[config.mk]
export PLATFORM = sky130hd
export DESIGN_NAME = spi_display_arbiter
export DESIGN_NICKNAME = d
export VERILOG_FILES = /design/src/rtl/spi_display_arbiter.sv
export SDC_FILE = /design/constraint.sdc
export NUM_CORES = 1
export LEC_CHECK = 0
export ABC_AREA = 1
export ABC_CLOCK_PERIOD_IN_PS = 1370
export CORE_MARGIN = 2
export CORE_UTILIZATION = 45
export CTS_BUF_LIST = sky130_fd_sc_hd__clkbuf_16
export DETAILED_ROUTE_END_ITERATION = 7
export GPL_TIMING_DRIVEN = 0
export PLACE_DENSITY = 0.76
export SYNTH_ARGS = -nofsm -noshare
export SYNTH_HDL_FRONTEND = slang
export SYNTH_SLANG_ARGS = --single-unit
[constraint.sdc]
create_clock -name clk -period 1.37 [get_ports clk]
set_input_delay 0.3425 -clock clk [delete_from_list [all_inputs] [get_ports clk]]
set_output_delay 0.3425 -clock clk [all_outputs]
set_load 0.005 [all_outputs]
[src/rtl/spi_display_arbiter.sv]
// Two-requester arbiter for a shared SPI display transmitter. A requester keeps
// ownership across a multi-byte message until it marks a byte as last.
module spi_display_arbiter #(
    parameter int TIMEOUT = 1023
) (
    input  logic       clk,
    input  logic       rst,
    input  logic       req0_valid,
    input  logic [7:0] req0_data,
    input  logic       req0_last,
    output logic       req0_ack,
    input  logic       req1_valid,
    input  logic [7:0] req1_data,
    input  logic       req1_last,
    output logic       req1_ack,
    output logic       dataRdy,
    output logic [7:0] data,
    input  logic       transEna,
    output logic [1:0] grant,
    output logic       timeout_err
);

    localparam int CW = $clog2(TIMEOUT + 1);
    localparam logic [CW-1:0] CNT_LAST = CW'(TIMEOUT - 1);

    typedef enum logic [2:0] {
        IDLE,
        SEND,
        BUSY,
        DONE,
        HOLD
    } state_t;

    state_t        state, state_n;
    logic [CW-1:0] cnt, cnt_n;
    logic          last_flag, last_flag_n;
    logic          last_served, last_served_n;
    logic [7:0]    data_n;
    logic          data_rdy_n;
    logic          ack0_n, ack1_n;
    logic [1:0]    grant_n;
    logic          err_n;
    logic          win0, win1;

    always_ff @(posedge clk or posedge rst) begin
        if (rst) begin
            state       <= IDLE;
            cnt         <= '0;
            last_flag   <= 1'b0;
            last_served <= 1'b1;
            data        <= '0;
            dataRdy     <= 1'b0;
            req0_ack    <= 1'b0;
            req1_ack    <= 1'b0;
            grant       <= '0;
            timeout_err <= 1'b0;
        end else begin
            state       <= state_n;
            cnt         <= cnt_n;
            last_flag   <= last_flag_n;
            last_served <= last_served_n;
            data        <= data_n;
            dataRdy     <= data_rdy_n;
            req0_ack    <= ack0_n;
            req1_ack    <= ack1_n;
            grant       <= grant_n;
            timeout_err <= err_n;
        end
    end

    always_comb begin
        state_n       = state;
        cnt_n         = cnt;
        last_flag_n   = last_flag;
        last_served_n = last_served;
        data_n        = data;
        data_rdy_n    = 1'b0;
        ack0_n        = 1'b0;
        ack1_n        = 1'b0;
        grant_n       = grant;
        err_n         = timeout_err;
        win0          = 1'b0;
        win1          = 1'b0;

        unique case (state)
            IDLE: begin
                grant_n = '0;
                // On a tie the requester not served most recently wins.
                if (req0_valid && (!req1_valid || last_served))
                    win0 = 1'b1;
                else if (req1_valid)
                    win1 = 1'b1;
            end
            HOLD: begin
                if (grant[0] && req0_valid)
                    win0 = 1'b1;
                else if (grant[1] && req1_valid)
                    win1 = 1'b1;
            end
            SEND: begin
                state_n = BUSY;
                cnt_n   = '0;
            end
            BUSY, DONE: begin
                if (cnt == CNT_LAST) begin
                    err_n         = 1'b1;
                    grant_n       = '0;
                    last_served_n = grant[1];
                    state_n       = IDLE;
                end else begin
                    cnt_n = cnt + CW'(1);
                    if (state == BUSY) begin
                        if (!transEna)
                            state_n = DONE;
                    end else if (transEna) begin
                        if (last_flag) begin
                            state_n       = IDLE;
                            grant_n       = '0;
                            last_served_n = grant[1];
                        end else begin
                            state_n = HOLD;
                        end
                    end
                end
            end
            default: state_n = IDLE;
        endcase

        if (win0) begin
            data_n      = req0_data;
            last_flag_n = req0_last;
            grant_n     = 2'b01;
            ack0_n      = 1'b1;
            data_rdy_n  = 1'b1;
            state_n     = SEND;
        end else if (win1) begin
            data_n      = req1_data;
            last_flag_n = req1_last;
            grant_n     = 2'b10;
            ack1_n      = 1'b1;
            data_rdy_n  = 1'b1;
            state_n     = SEND;
        end
    end

endmodule

== Word level (Yosys, flattened, before mapping) ==
Cells that the tools add are included.
Operators by class
  equal/unequal tests: 13
  mux-type cells: 37
  reductions and logical operators: 18
  add/subtract/negate cells: 1
Operators by type and width (count)
  2-to-1 mux 3 bit: 7
  one-hot mux 10 bit (2 select lines): 1
  2-to-1 mux 1 bit: 16
  2-to-1 mux 8 bit: 2
  != test 5 bit, second input constant: 3
  2-to-1 mux 2 bit: 6
  != test 6 bit, second input constant: 2
  adder 10 x 1 -> 10 bit, second input constant: 1
  equality test 10 bit, second input constant: 1
  2-to-1 mux 10 bit: 1
  one-hot mux 3 bit (3 select lines): 1
  AND reduction 4 bit: 2
  nonzero test 2 bit: 4
  equality test 3 x 2 -> 1 bit, second input constant: 2
  != test 2 bit, second input constant: 2
  one-hot mux 1 bit (2 select lines): 2
  one-hot mux 2 bit (2 select lines): 1
  AND reduction 2 bit: 2
  nonzero test 4 bit: 1
  OR reduction 2 bit: 2
  equality test 3 x 1 -> 1 bit, second input constant: 1
  equality test 3 bit, second input constant: 1
  logical AND 1 bit: 3
  logical NOT 3 bit: 1
  other kinds (4): 4
Word-level totals
  input bits: 23
  bits in registers: 29

== Logic depth before layout (Yosys ltp) ==
Gate-level depths: netlist (run 1).
  depth after elaboration: 7
  gate-level depth with buffers: 11

== Least setup slack after synthesis (run 1) ==
Ideal clock, no wire load.
  path type: register to register
  start point: register cnt[0]
  end point: register cnt[0]
  slack: -0.033 ns
  setup time: 0.074 ns
  data arrival time: 1.329 ns
  path buffers: 1
  data required time: 1.296 ns
  stages on the path, launching flop included: 10
  path through: dfrtp_1 > inv_1 > ha_1 > nand3_1 > nor2_1 > nand3_1 > o21ai_2 > buf_6 > nand2_1 > o21ai_2
Between the ends
  cells in the longest elaborated chain, start to end: 3
  elaborated cells on any way between the ends: 6
RTL lines
  from (decl): line 35  | logic [CW-1:0] cnt, cnt_n;
  from (signal assigned): line 59  | cnt <= cnt_n;
  adder 10 x 1 -> 10 bit or equality test 10 bit (tied branches): line 111, 105
  2-to-1 mux 10 bit or != test 2 bit (tied branches)
  one-hot mux 10 bit (2 select lines) or AND reduction 2 bit (tied branches)
Parallel ways exist; a longest one is shown, timed or not. The select of a mux whose other input is x is not followed.
A chain may end at the register's enable or synchronous reset.

== Final worst setup path (run 1) ==
  start point: register state[2]
  end point: register cnt[6]
Between the ends
  cells in the longest elaborated chain, start to end: 4
  elaborated cells on any way between the ends: 8
RTL lines
  from (decl): line 34  | state_t state, state_n;
  from (signal assigned): line 58  | state <= state_n;
  equality test 3 x 2 -> 1 bit: line 85  | unique case (state)
  OR reduction 2 bit: line 85
  != test 2 bit (no source line) or nonzero test 2 bit (tied branches)
  AND reduction 2 bit (no source line)
Parallel ways exist; a longest one is shown, timed or not.

==> results of run 1 <==
-- registers in the layout, indices dropped and copies added (netlist names) --
register and flops:
cnt 10, data 8, dataRdy 1, grant 2, last_flag 1, last_served 1, req0_ack 1, req1_ack 1
state 3, timeout_err 1
-- power by group through the flow --
stage | clock network, mW | registers (mW) | logic (mW)
floorplan | 0 | 1.33 | 1.05
global placement | 0 | 1.33 | 1.68
CTS | 1.02 | 1.30 | 2.08
finish | 1.02 | 1.33 | 2.71
detailed placement | 0 | 1.34 | 1.70
global route | 1.08 | 1.36 | 2.94
-- kinds of logic (layout without fill, tap and decap cells) --
family | count (synthesis) | in the layout | synth area share, %
buffers and inverters | 25 | 94 | 7.37
AND/OR/NAND/NOR | 136 | 136 | 35.7
AO/OA/AOI/OAI | 21 | 22 | 8.15
flip-flops | 29 | 29 | 45.5
XOR/XNOR | 3 | 3 | 1.65
adder cells (fa/ha/maj) | 2 | 2 | 1.57
-- final timing paths --
check                            start          end  slack (ps)  cells after the start
hold reg to reg            timeout_err  timeout_err         450                      2
hold / removal             timeout_err  timeout_err         450                      2
max in group asynchronous          rst     state[2]         480                      2
min in group asynchronous          rst      data[5]         500                      2
setup reg to reg              state[2]       cnt[6]        -100                      5
setup / recovery              state[2]       cnt[6]        -100                      5
-- Yosys cell counts (all sizes together) --
cell type	instances	area [um^2]
nor2	13	61.3
nand2	97	372
a31o	1	8.76
nor3	2	10.0
o21ai	14	81.3
o21bai	2	15.0
nand3b	1	7.51
or2	1	6.26
dfrtp	28	701
a21o	2	15.0
inv	20	75.1
dfstp	1	26.3
xor2	3	26.3
ha	2	25.0
nand3	19	95.1
nand4	3	18.8
a21oi	2	10.0
buf	5	42.5
-- layer usage --
layer	track usage (%)	part of all wire, %	routed length, um	up-vias
met3	6.07	7.9	358	14
met2	35.5	52	2350	83
met1	27.1	38	1730	765
met5	0	0	0	-
met4	7.34	2.5	112	0
li1	-	-	-	822
-- worst max-delay path: cells and delay by family, from the launching register on --
family | cells | cell delay, ps
flops | 1 | 470
simple gates | 2 | 510
compound gates | 2 | 200
buf+inv | 1 | 170
-- per-stage QoR --
step	cells	setup WS, ps	setup TNS [ps]	power (mW)
6_report	332	-99.3	-974	5.06
5_1_grt	332	-160	-2710	5.38
4_1_cts	322	-89.0	-932	4.41
3_5_place_dp	298	-362	-15320	3.04
3_3_place_gp	298	-344	-14860	3.01
2_1_floorplan	216	-11.7	-89.6	2.38
-- timing repair --
action | 4_1_cts | 5_1_grt
pin swaps | 4 | 16
resized for setup | 39 | 68
cloned | 3 | 1
setup endpoints to repair | 67 | 26
setup buffers | 13 | 9
-- final cells by class --
| class | instances | share of cell area [%] |
|---|---|---|
| Clock inverter | 3 | 0.475 |
| Buffer | 5 | 1.99 |
| Tap cell | 46 | 2.18 |
| Timing Repair Buffer | 61 | 20.7 |
| Sequential cell | 29 | 27.8 |
| Clock buffer | 5 | 4.75 |
| Inverter | 20 | 3.09 |
| Multi-Input combinational cell | 163 | 39.0 |
==> results summary, run 1 <==
The vertical extent of the die came out at 63.6 um. The total net switching power is 2.00 mW. The min-delay analysis places its worst path in the category flop to flop. The final critical-path required period came out at roughly 1500 ps. The transition at the pin with the smallest max-transition slack came out at 633 ps.

The via count normalized by instance count is 5.07. The critical path is of the flop to flop type. TritonCTS built the clock tree.

Setup repair after global routing could not meet its margin everywhere. The first-pass GRT wire length came out at between 6000 and 7000 um. The maximum fanout count along the critical path came out at 6. For this design the static power due to leakage is 1.31 nW. The final count of pins violating max slew came out at 0. The floorplan die area came out at 4040 um^2. The final worst slack is -99.3 ps. The area taken by flip-flops and latches is 732 um^2. Synthesis produced a netlist whose cell count is 216. The post-synthesis area per instance is 7.39 um^2. The share of power burned in registers came out at a little over a quarter. Static timing analysis puts the maximum clock frequency at 681 MHz. From synthesis to final layout, the design area changed by 65.0%. After the first detailed-routing iteration, the DRC count stood at 198.

The number of global-route vias before repair is between 1,500 and 2,000. The all-layer global routing usage came out at approximately 22%. The placed standard-cell area came out at 2030 um^2. In this run, synthesis produced a sequential element count of 29.

The number of top-level design ports came out at 37. In this run the tool buffered the top-level ports with 36 buffer cells. The count of final hold-check violations is 0.

Yosys printed 0 warnings. The antenna diode instance count is 0. No sink is reached through more buffers than the 2 on the longest clock path. The post-synthesis net count is 241. Across the run, the number of max-cap violations was 0.

The finished cells cover 2640 um^2. The first-pass iteration count of the detailed router is 4. The core area is 3360 um^2. Cell internal power was estimated by the tool at around 3 mW. The checks that failed: setup timing. Setup violations remaining at the end of the flow were counted as 20. The flow ran to the end, but the final reports show violations.

The arrival time at the worst endpoint came out at 1630 ps. The required time at the worst-slack endpoint is ~1500 ps. The fraction of power consumed by the clock network came out at 20.2%. The clock net sink count is 29. The number of rows in the core area is 21. The H-tree depth reported by CTS is 2.

The total vias in the final route came out at 1,684. The final global-route overflow total is 0. The delay contributed by the slowest stage of the critical path came out at 470 ps. The part of the power in combinational logic is between 50% and 60%. The source-to-sink clock delay at the later pin of the worst-skew pair came out at 270 ps. The category of the worst setup path capture point is a flop.

In the routed design, unresolved DRC markers number 0. The aggregate routed wire length came out at between 4000 and 5000 um. The library cell used most frequently in the layout, excluding fill and tap cells, is sky130_fd_sc_hd__nand2_1. Entering global routing, the biggest net connects 30 pins. The post-synthesis cell type count is 26. Routability-driven placement finished with a final weighted congestion of 0.767.

The maximum clock skew at final layout came out at 3.52 ps. The areal power density over the cells is 1920 nW/um^2. After detailed routing, the average wire length per cell comes to 13.7 um. In the final layout, the multi-input gates occupy approximately 1000 um^2.

The slowest stage of the critical path is the sky130_fd_sc_hd__dfrtp_2 cell. The share of layout cells above drive strength 1 is 38.5%. The minimum hold slack is between 400 and 500 ps. The floorplan die width came out at 63.6 um. The area of the mapped netlist is between 1500 and 2000 um^2. The switching fraction of total power came out at around two fifths. The relative slew slack came out at 57.7%. The utilization after layout is 78.3%. The antenna violation net count after detailed routing is 0. Buffers inserted during clock tree synthesis total 5.

Traced cell by cell, the critical path runs through nor3_2, o21ai_4, buf_6, nand2_1, o21ai_2. The CTS clock-pin slew for the worst setup and hold paths came out at 50 ps. The library cells used most frequently in the layout, excluding fill and tap cells, are sky130_fd_sc_hd__nand2_1, sky130_fd_sc_hd__dfrtp_1, sky130_fd_sc_hd__nand2_2, sky130_fd_sc_hd__buf_4, sky130_fd_sc_hd__clkdlybuf4s50_1. For this configuration, the core starts out at a cell density of 47.5%. The sequential area share after synthesis came out at 45.5%. The worst setup path is launched from a flop. The worst supply voltage drop on vdd is 1230 uV.

The sum of net half-perimeters after detailed placement is 2390 um. The worst path uses 107% of the clock period. The net count reported at finish came out at 310.

The count of filler cells inserted in the layout came out at roughly 240. After clock tree synthesis, the flow added hold-fix buffers numbering 0. The clock tree root buffer cell is sky130_fd_sc_hd__clkbuf_16. The number of antenna violations at the first check in global routing came out at 0.
(Power assumes the default switching activity.)
==> run 2, diff against run 1 <==
ABC_CLOCK_PERIOD_IN_PS = 1650   (was 1370)
CORE_UTILIZATION = 48   (was 45)
PLACE_DENSITY = 0.77   (was 0.76)
clock period = 1.65 ns   (was 1.37 ns; I/O delays follow)
==> run 2 against run 1 <==
Net effect: the run now ends clean; largest cell class unchanged; global-route usage up 1.1 points; setup slack better by 170 ps; cell count down 7.5%; hold slack better by 6.8 ps; die area down 5.9%; flip-flop and latch count unchanged; clock-buffer cell count unchanged; routed wire length down 21%; first-iteration DRC count down 54%; utilization down 6.9 points; register-to-register slack better by 170 ps; clock skew up 0.74 ps.
==> results summary, run 2 (synthesis results as in run 1) <==
The antenna diode instance count came out at 0 (unchanged). The final worst-path cycle share is 95.6% (was 107%). The starting utilization of the core area is 51.5% (was 47.5%). The max-capacitance violation count was 0 (unchanged). The worst reg2reg path depth was 9 (was 5). The maximum fanout count along the critical path is 10 (was 6). The classification of the worst-slack hold path is flop to flop (unchanged).

The all-layer global routing usage came to 22.7% (was 21.6%). The area taken by multi-input logic gates is 769 um^2 (was 1030 um^2). The arrival time at the worst endpoint is 1760 ps (was 1630 ps). The class of the most critical setup path is flop to flop (unchanged). Unrepaired setup endpoints after global routing: true (unchanged).

The final critical-path required period is 1580 ps (was 1470 ps). The post-route DRC violation count was 0 (unchanged). The utilization after layout came out at 71.5% (was 78.3%).

The final global-route overflow total came out at 0 (unchanged). The first-pass GRT wire length is 6090 um (was 6790 um). The origin of the worst setup path is cnt[0] (was state[2]).

The core area came to 3100 um^2 (was 3360 um^2). The via count normalized by instance count is 4.86 (was 5.07). The count of final hold-check violations is 0 (unchanged). The worst supply voltage drop on vdd came out at 809 uV (was 1230 uV). The maximum clock skew at final layout came out at 4.26 ps (was 3.52 ps). The source-to-sink clock delay at the later pin of the worst-skew pair is 270 ps (about the same). The post-route non-filler standard cell count is 307 (was 332). The H-tree depth reported by CTS is 2 (unchanged). The vertical extent of the die came out at 61.7 um (was 63.6 um). The required time at the worst-slack endpoint was 1840 ps (was 1530 ps).

The category of the worst setup path capture point is a flop (unchanged). The number of buffers on the longest clock path came to 2 (unchanged). The largest net degree at the start of global routing came to 30 (unchanged). The total clock buffers created by CTS came to 5 (unchanged).

The CTS clock-pin slew for the worst setup and hold paths was 50 ps (about the same). The clock tree from TritonCTS was built (unchanged). Largest registers: cnt x10, data x8, state x3 (unchanged). The global placer's final weighted congestion was 0.893 (was 0.767).

The commonest non-fill, non-tap cell in the layout is sky130_fd_sc_hd__nand2_1 (unchanged). The share of layout cells above drive strength 1 is 12.5% (was 38.5%). The average detailed-routed wire length per instance is 11.7 um (was 13.7 um). The number of violations reported at the end of detailed-routing iteration 0 came out at 91 (was 198). The critical register-to-register path startpoint is cnt[0] (was state[2]).

The sort of element at the start of the critical path is a flop (unchanged). The signed area change from the synthesized netlist to the final layout came out at 39.0% (was 65.0%). The worst-case register-to-register setup slack is 70 ps (was -100 ps). The placed cell count came out at 296 (was 298). The floorplan die area came out at 3800 um^2 (was 4040 um^2). The number of top-level design ports came to 37 (unchanged). The number of global-route vias before repair came out at 1,419 (was 1,534). The final-report setup violation count came to 0 (was 20). The clock net sink count came out at 29 (unchanged).

The antenna violation net count after detailed routing came out at 0 (unchanged). The number of buffer cells added on primary ports came to 36 (unchanged). The highest attainable clock frequency came out at 634 MHz (was 681 MHz). The net count reported at finish is 287 (was 310). The aggregate routed wire length is 3600 um (was 4550 um). The number of antenna violations at the first check in global routing is 0 (unchanged). The areal power density over the cells was 1630 nW/um^2 (was 1920 nW/um^2).

Commonest cells after routing, fill and taps aside: sky130_fd_sc_hd__nand2_1, sky130_fd_sc_hd__clkdlybuf4s50_1, sky130_fd_sc_hd__dfrtp_1, sky130_fd_sc_hd__nand3_1, sky130_fd_sc_hd__inv_1 (was sky130_fd_sc_hd__nand2_1, sky130_fd_sc_hd__dfrtp_1, sky130_fd_sc_hd__nand2_2, sky130_fd_sc_hd__buf_4, sky130_fd_sc_hd__clkdlybuf4s50_1). The final count of pins violating max slew came out at 0 (unchanged). The endpoint of the most critical register-to-register path is cnt[1] (was cnt[6]). The area taken by flip-flops and latches came out at 727 um^2 (was 732 um^2).

The relative slew slack came out at 26.6% (was 57.7%). The number of flip-flops under the largest register name came out at 10 (unchanged). The total vias in the final route came out at 1,493 (was 1,684).

The critical path endpoint is cnt[1] (was cnt[6]). The floorplan die width is 61.7 um (was 63.6 um). The count of filler cells inserted in the layout was 276 (was 235). The number of rows in the core area came out at 20 (was 21). The hold-critical path depth is 2 (unchanged). The register name with the most flops was cnt (unchanged). The sum of net half-perimeters after detailed placement came out at 2540 um (was 2390 um). The clock tree root buffer cell is sky130_fd_sc_hd__clkbuf_16 (unchanged).

The first-pass iteration count of the detailed router is 4 (unchanged). The transition at the pin with the smallest max-transition slack came to 1100 ps (was 633 ps). Outcome: finished, final reports clean (was finished with violations). The leakage dissipation is 1.11 nW (was 1.31 nW).

The count of hold-fix buffers inserted at cts came out at 0 (unchanged).
-- run 2: stage by stage --
stage	setup slack (ps)	hold slack [ps]	cell area (um^2)	power (mW)	TNS (ps)
4_1_cts	2.67	467	2170	3.56	0
6_report	72.1	461	2220	3.62	0
3_3_place_gp	-158	446	2010	2.49	-4420
2_1_floorplan	247	458	1600	1.96	0
5_1_grt	-20.0	490	2220	3.89	-59.4
3_5_place_dp	-172	454	2010	2.53	-5390
-- run 2: layout make-up --
type / instances / share of cell area [%]
clock inverters: 3 / 1.69
repair buffers: 39 / 17.4
flip-flops and latches: 29 / 32.8
multi-input cells: 162 / 34.7
inverters: 20 / 3.38
plain buffers: 5 / 1.92
well taps: 44 / 2.48
clock buffers: 5 / 5.64
-- run 2: routing by layer --
layer | wire length, um | track usage (%)
met1 | 1640 | 27.3
met2 | 1680 | 35.9
met3 | 227 | 9.03
met4 | 55 | 10.0
met5 | 0 | 0
-- run 2: power by group --
group | leakage [nW] | switching (mW) | internal, mW | total, mW
combinational | 0.647 | 0.804 | 0.703 | 1.51
clock | 0.0826 | 0.303 | 0.699 | 1.00
sequential | 0.378 | 0.168 | 0.944 | 1.11
total | 1.11 | 1.27 | 2.35 | 3.62
-- run 2: how the worst min path moves through the flow --
stage	from	to
finish	timeout_err	timeout_err
CTS	timeout_err	timeout_err
detailed placement	timeout_err	timeout_err
global placement	timeout_err	timeout_err
floorplan	timeout_err	timeout_err
global route	timeout_err	timeout_err
-- run 2: worst max-delay path: stages, from the launching register on --
cell                      delay, ps
sky130_fd_sc_hd__dfrtp_1        450
sky130_fd_sc_hd__inv_1          110
sky130_fd_sc_hd__ha_1           150
sky130_fd_sc_hd__nand3_1         70
sky130_fd_sc_hd__nor2_2         140
sky130_fd_sc_hd__nand3_2        130
sky130_fd_sc_hd__o21ai_4        160
sky130_fd_sc_hd__buf_6          170
sky130_fd_sc_hd__nand2_1         40
sky130_fd_sc_hd__o21ai_0         70
-- run 2: timing repair --
| item | CTS | global route |
|---|---|---|
| endpoints found under the hold margin | 0 | 0 |
| setup endpoints to repair | 0 | 16 |
| setup buffers | 0 | 2 |
| resized for setup | 0 | 6 |
==> run 3, diff against run 2 <==
CORE_UTILIZATION = 43   (was 48)
PLACE_DENSITY = 0.7   (was 0.77)
==> run 3 against run 2 <==
Net effect: combinational power grew 4%; maximum frequency about the same; global-route usage is 4.0 points lower; flip-flop and latch count is the same; routed wire length fell by 3.5%; critical path depth shrank 8; final area grew 0.39%; sequential share of layout area fell by 0.073 points.
==> results summary, run 3 (synthesis results as in run 1) <==
The core area came out at 3610 um^2 (was 3100 um^2). The floorplan die area came to 4220 um^2 (was 3800 um^2). The sum of net half-perimeters after detailed placement came out at 2470 um (was 2540 um).

The post-route DRC violation count came out at 0 (unchanged). The hold-critical path depth came out at 2 (unchanged). The required time at the worst-slack endpoint is 1240 ps (was 1840 ps). The highest attainable clock frequency came out at 634 MHz (about the same). The worst-case register-to-register setup slack was 110 ps (was 70 ps). The total power is 3.51 mW (was 3.62 mW). The count of final hold-check violations came to 0 (unchanged).

The first-pass GRT wire length came out at 5990 um (was 6090 um). The antenna violation net count after detailed routing is 0 (unchanged). The all-layer global routing usage came out at 18.7% (was 22.7%). The H-tree depth reported by CTS is 2 (unchanged).

The final global-route overflow total is 0 (unchanged). The worst supply voltage drop on vdd is 891 uV (was 809 uV). The final worst-path cycle share came out at 95.6% (about the same). The count of hold-fix buffers inserted at cts is 0 (unchanged). The critical register-to-register path startpoint is cnt[0] (unchanged). Outcome: finished, final reports clean (unchanged). The source-to-sink clock delay at the later pin of the worst-skew pair is 270 ps (about the same). The number of violations reported at the end of detailed-routing iteration 0 is 84 (was 91). The worst reg2reg path depth is 8 (was 9). The share of layout cells above drive strength 1 is 14.3% (was 12.5%).

The net count reported at finish came out at 289 (was 287). The antenna diode instance count was 0 (unchanged). Critical Path, Cell by Cell: clkdlybuf4s50_1 (was inv_1, ha_1, nand3_1, nor2_2, nand3_2, o21ai_4, buf_6, nand2_1, o21ai_0). The commonest non-fill, non-tap cell in the layout is sky130_fd_sc_hd__nand2_1 (unchanged). The area taken by flip-flops and latches is 728 um^2 (was 727 um^2). The summed negative setup slack over all endpoints came out at 0 ps (unchanged). Largest registers: cnt x10, data x8, state x3 (unchanged). The via count normalized by instance count came out at 4.73 (was 4.86). The number of global-route vias before repair came out at 1,367 (was 1,419).

The maximum clock skew at final layout came out at 2.07 ps (was 4.26 ps). The maximum fanout count along the critical path is 3 (was 10). The CTS clock-pin slew for the worst setup and hold paths came out at 50 ps (about the same).

The clock tree root buffer cell is sky130_fd_sc_hd__clkbuf_16 (unchanged). The count of filler cells inserted in the layout came to 336 (was 276). The number of flip-flops under the largest register name is 10 (unchanged). The largest net degree at the start of global routing is 30 (unchanged). The hold path startpoint was timeout_err (unchanged). The sort of element at the start of the critical path is a flop (unchanged). The floorplan die width is 64.9 um (was 61.7 um).

The register name with the most flops is cnt (unchanged). The max-capacitance violation count is 0 (unchanged). The number of top-level design ports is 37 (unchanged). The endpoint with the worst hold slack is timeout_err (unchanged). The total vias in the final route was 1,481 (was 1,493). The final count of pins violating max slew came out at 0 (unchanged). The leakage dissipation came out at 1.11 nW (about the same).

The clock tree from TritonCTS is built (unchanged). The global placer's final weighted congestion came out at 0.804 (was 0.893). Commonest cells after routing, fill and taps aside: sky130_fd_sc_hd__nand2_1, sky130_fd_sc_hd__clkdlybuf4s50_1, sky130_fd_sc_hd__dfrtp_1, sky130_fd_sc_hd__inv_1, sky130_fd_sc_hd__nand3_1 (was sky130_fd_sc_hd__nand2_1, sky130_fd_sc_hd__clkdlybuf4s50_1, sky130_fd_sc_hd__dfrtp_1, sky130_fd_sc_hd__nand3_1, sky130_fd_sc_hd__inv_1). The transition at the pin with the smallest max-transition slack came out at 624 ps (was 1100 ps). The number of buffer cells added on primary ports is 36 (unchanged). The count of cell instances traversed by the critical path is 1 (was 9). The cell area after layout is 2230 um^2 (was 2220 um^2). The relative slew slack came to 58.3% (was 26.6%).

The starting utilization of the core area is 44.3% (was 51.5%). The class of the most critical setup path is flop to output port (was flop to flop). The origin of the worst setup path was grant[0] (was cnt[0]). The placed standard-cell area is 2020 um^2 (was 2010 um^2). The area taken by multi-input logic gates came out at 779 um^2 (was 769 um^2). The final-report setup violation count came out at 0 (unchanged). The part of the power in combinational logic came out at 44.9% (was 41.6%). The vertical extent of the die was 64.9 um (was 61.7 um). The arrival time at the worst endpoint came to 1160 ps (was 1760 ps).

The number of antenna violations at the first check in global routing came out at 0 (unchanged). The aggregate routed wire length came out at 3470 um (was 3600 um). Unrepaired setup endpoints after global routing: true (unchanged). The category of cells accounting for the largest share of critical-path delay is buffers and inverters (was flip-flops).

The share of power burned in registers came out at 31.8% (was 30.7%). The category of the worst setup path capture point was an output port (was flop). The number of buffer and inverter stages on the critical path is 1 (was 2). The internal power is 2.24 mW (was 2.35 mW).

The areal power density over the cells came out at 1570 nW/um^2 (was 1630 nW/um^2). The total clock buffers created by CTS came out at 5 (unchanged). The cell type of the slowest stage on the worst timing path is sky130_fd_sc_hd__clkdlybuf4s50_1 (was sky130_fd_sc_hd__dfrtp_1). The signed area change from the synthesized netlist to the final layout is 39.5% (was 39.0%). The clock net sink count came out at 29 (unchanged). The switching fraction of total power came out at 36.0% (was 35.2%). The fraction of power consumed by the clock network came out at 23.3% (was 27.7%). The total net switching power came out at 1.26 mW (was 1.27 mW).

The delay contributed by the slowest stage of the critical path is 520 ps (was 450 ps). The endpoint of the most critical register-to-register path is cnt[9] (was cnt[1]). The number of rows in the core area came out at 22 (was 20). The first-pass iteration count of the detailed router came to 4 (unchanged). The average detailed-routed wire length per instance came out at 11.1 um (was 11.7 um). The classification of the worst-slack hold path is flop to flop (unchanged).

The number of buffers on the longest clock path came to 2 (unchanged). The final critical-path required period is 1580 ps (about the same).
-- run 3: power by group through the flow --
stage / registers [mW] / clock network, mW / logic [mW]
after floorplan: 1.10 / 0 / 0.854
after global placement: 1.11 / 0 / 1.39
after detailed placement: 1.11 / 0 / 1.41
after CTS: 1.11 / 0.844 / 1.44
after global routing: 1.14 / 0.879 / 1.76
final: 1.11 / 0.819 / 1.57
-- run 3: stage by stage --
| step | utilization (%) | worst slack [ps] | cells | hold WS (ps) |
|---|---|---|---|---|
| 2_1_floorplan | - | 247 | 216 | 458 |
| 3_3_place_gp | 55.9 | -155 | 300 | 447 |
| 3_5_place_dp | 55.9 | -172 | 300 | 462 |
| 4_1_cts | 60.1 | 8.57 | 308 | 473 |
| 5_1_grt | 61.8 | 0.475 | 313 | 504 |
| 6_report | 61.8 | 73.4 | 313 | 471 |
-- run 3: how the worst max path moves through the flow --
stage	to	slack, ps
after floorplan	cnt[0]	250
after global placement	grant[1]	-150
after detailed placement	grant[1]	-170
after CTS	state[2]	9
after global routing	cnt[7]	0.5
final	grant[0]	70
-- run 3: per-layer routing --
metal	wire length [um]	track usage (%)	part of all wire (%)	vias up
met5	0	0	0	-
met4	86	7.18	2.5	0
met3	207	7.47	6.0	9
met2	1630	30.0	47	37
met1	1550	22.5	45	656
li1	-	-	-	779
-- run 3: final cells by class --
class / count / area share [%]
Multi-Input combinational cell: 162 / 35.0
Sequential cell: 29 / 32.7
Timing Repair Buffer: 41 / 18.0
Clock buffer: 5 / 5.62
Inverter: 20 / 3.54
Tap cell: 48 / 2.70
Buffer: 5 / 1.91
Clock inverter: 3 / 0.506
-- run 3: repair_timing --
item	CTS	global route
setup buffers	0	4
gates resized for setup	2	10
cloned	0	1
setup endpoints to repair	3	42
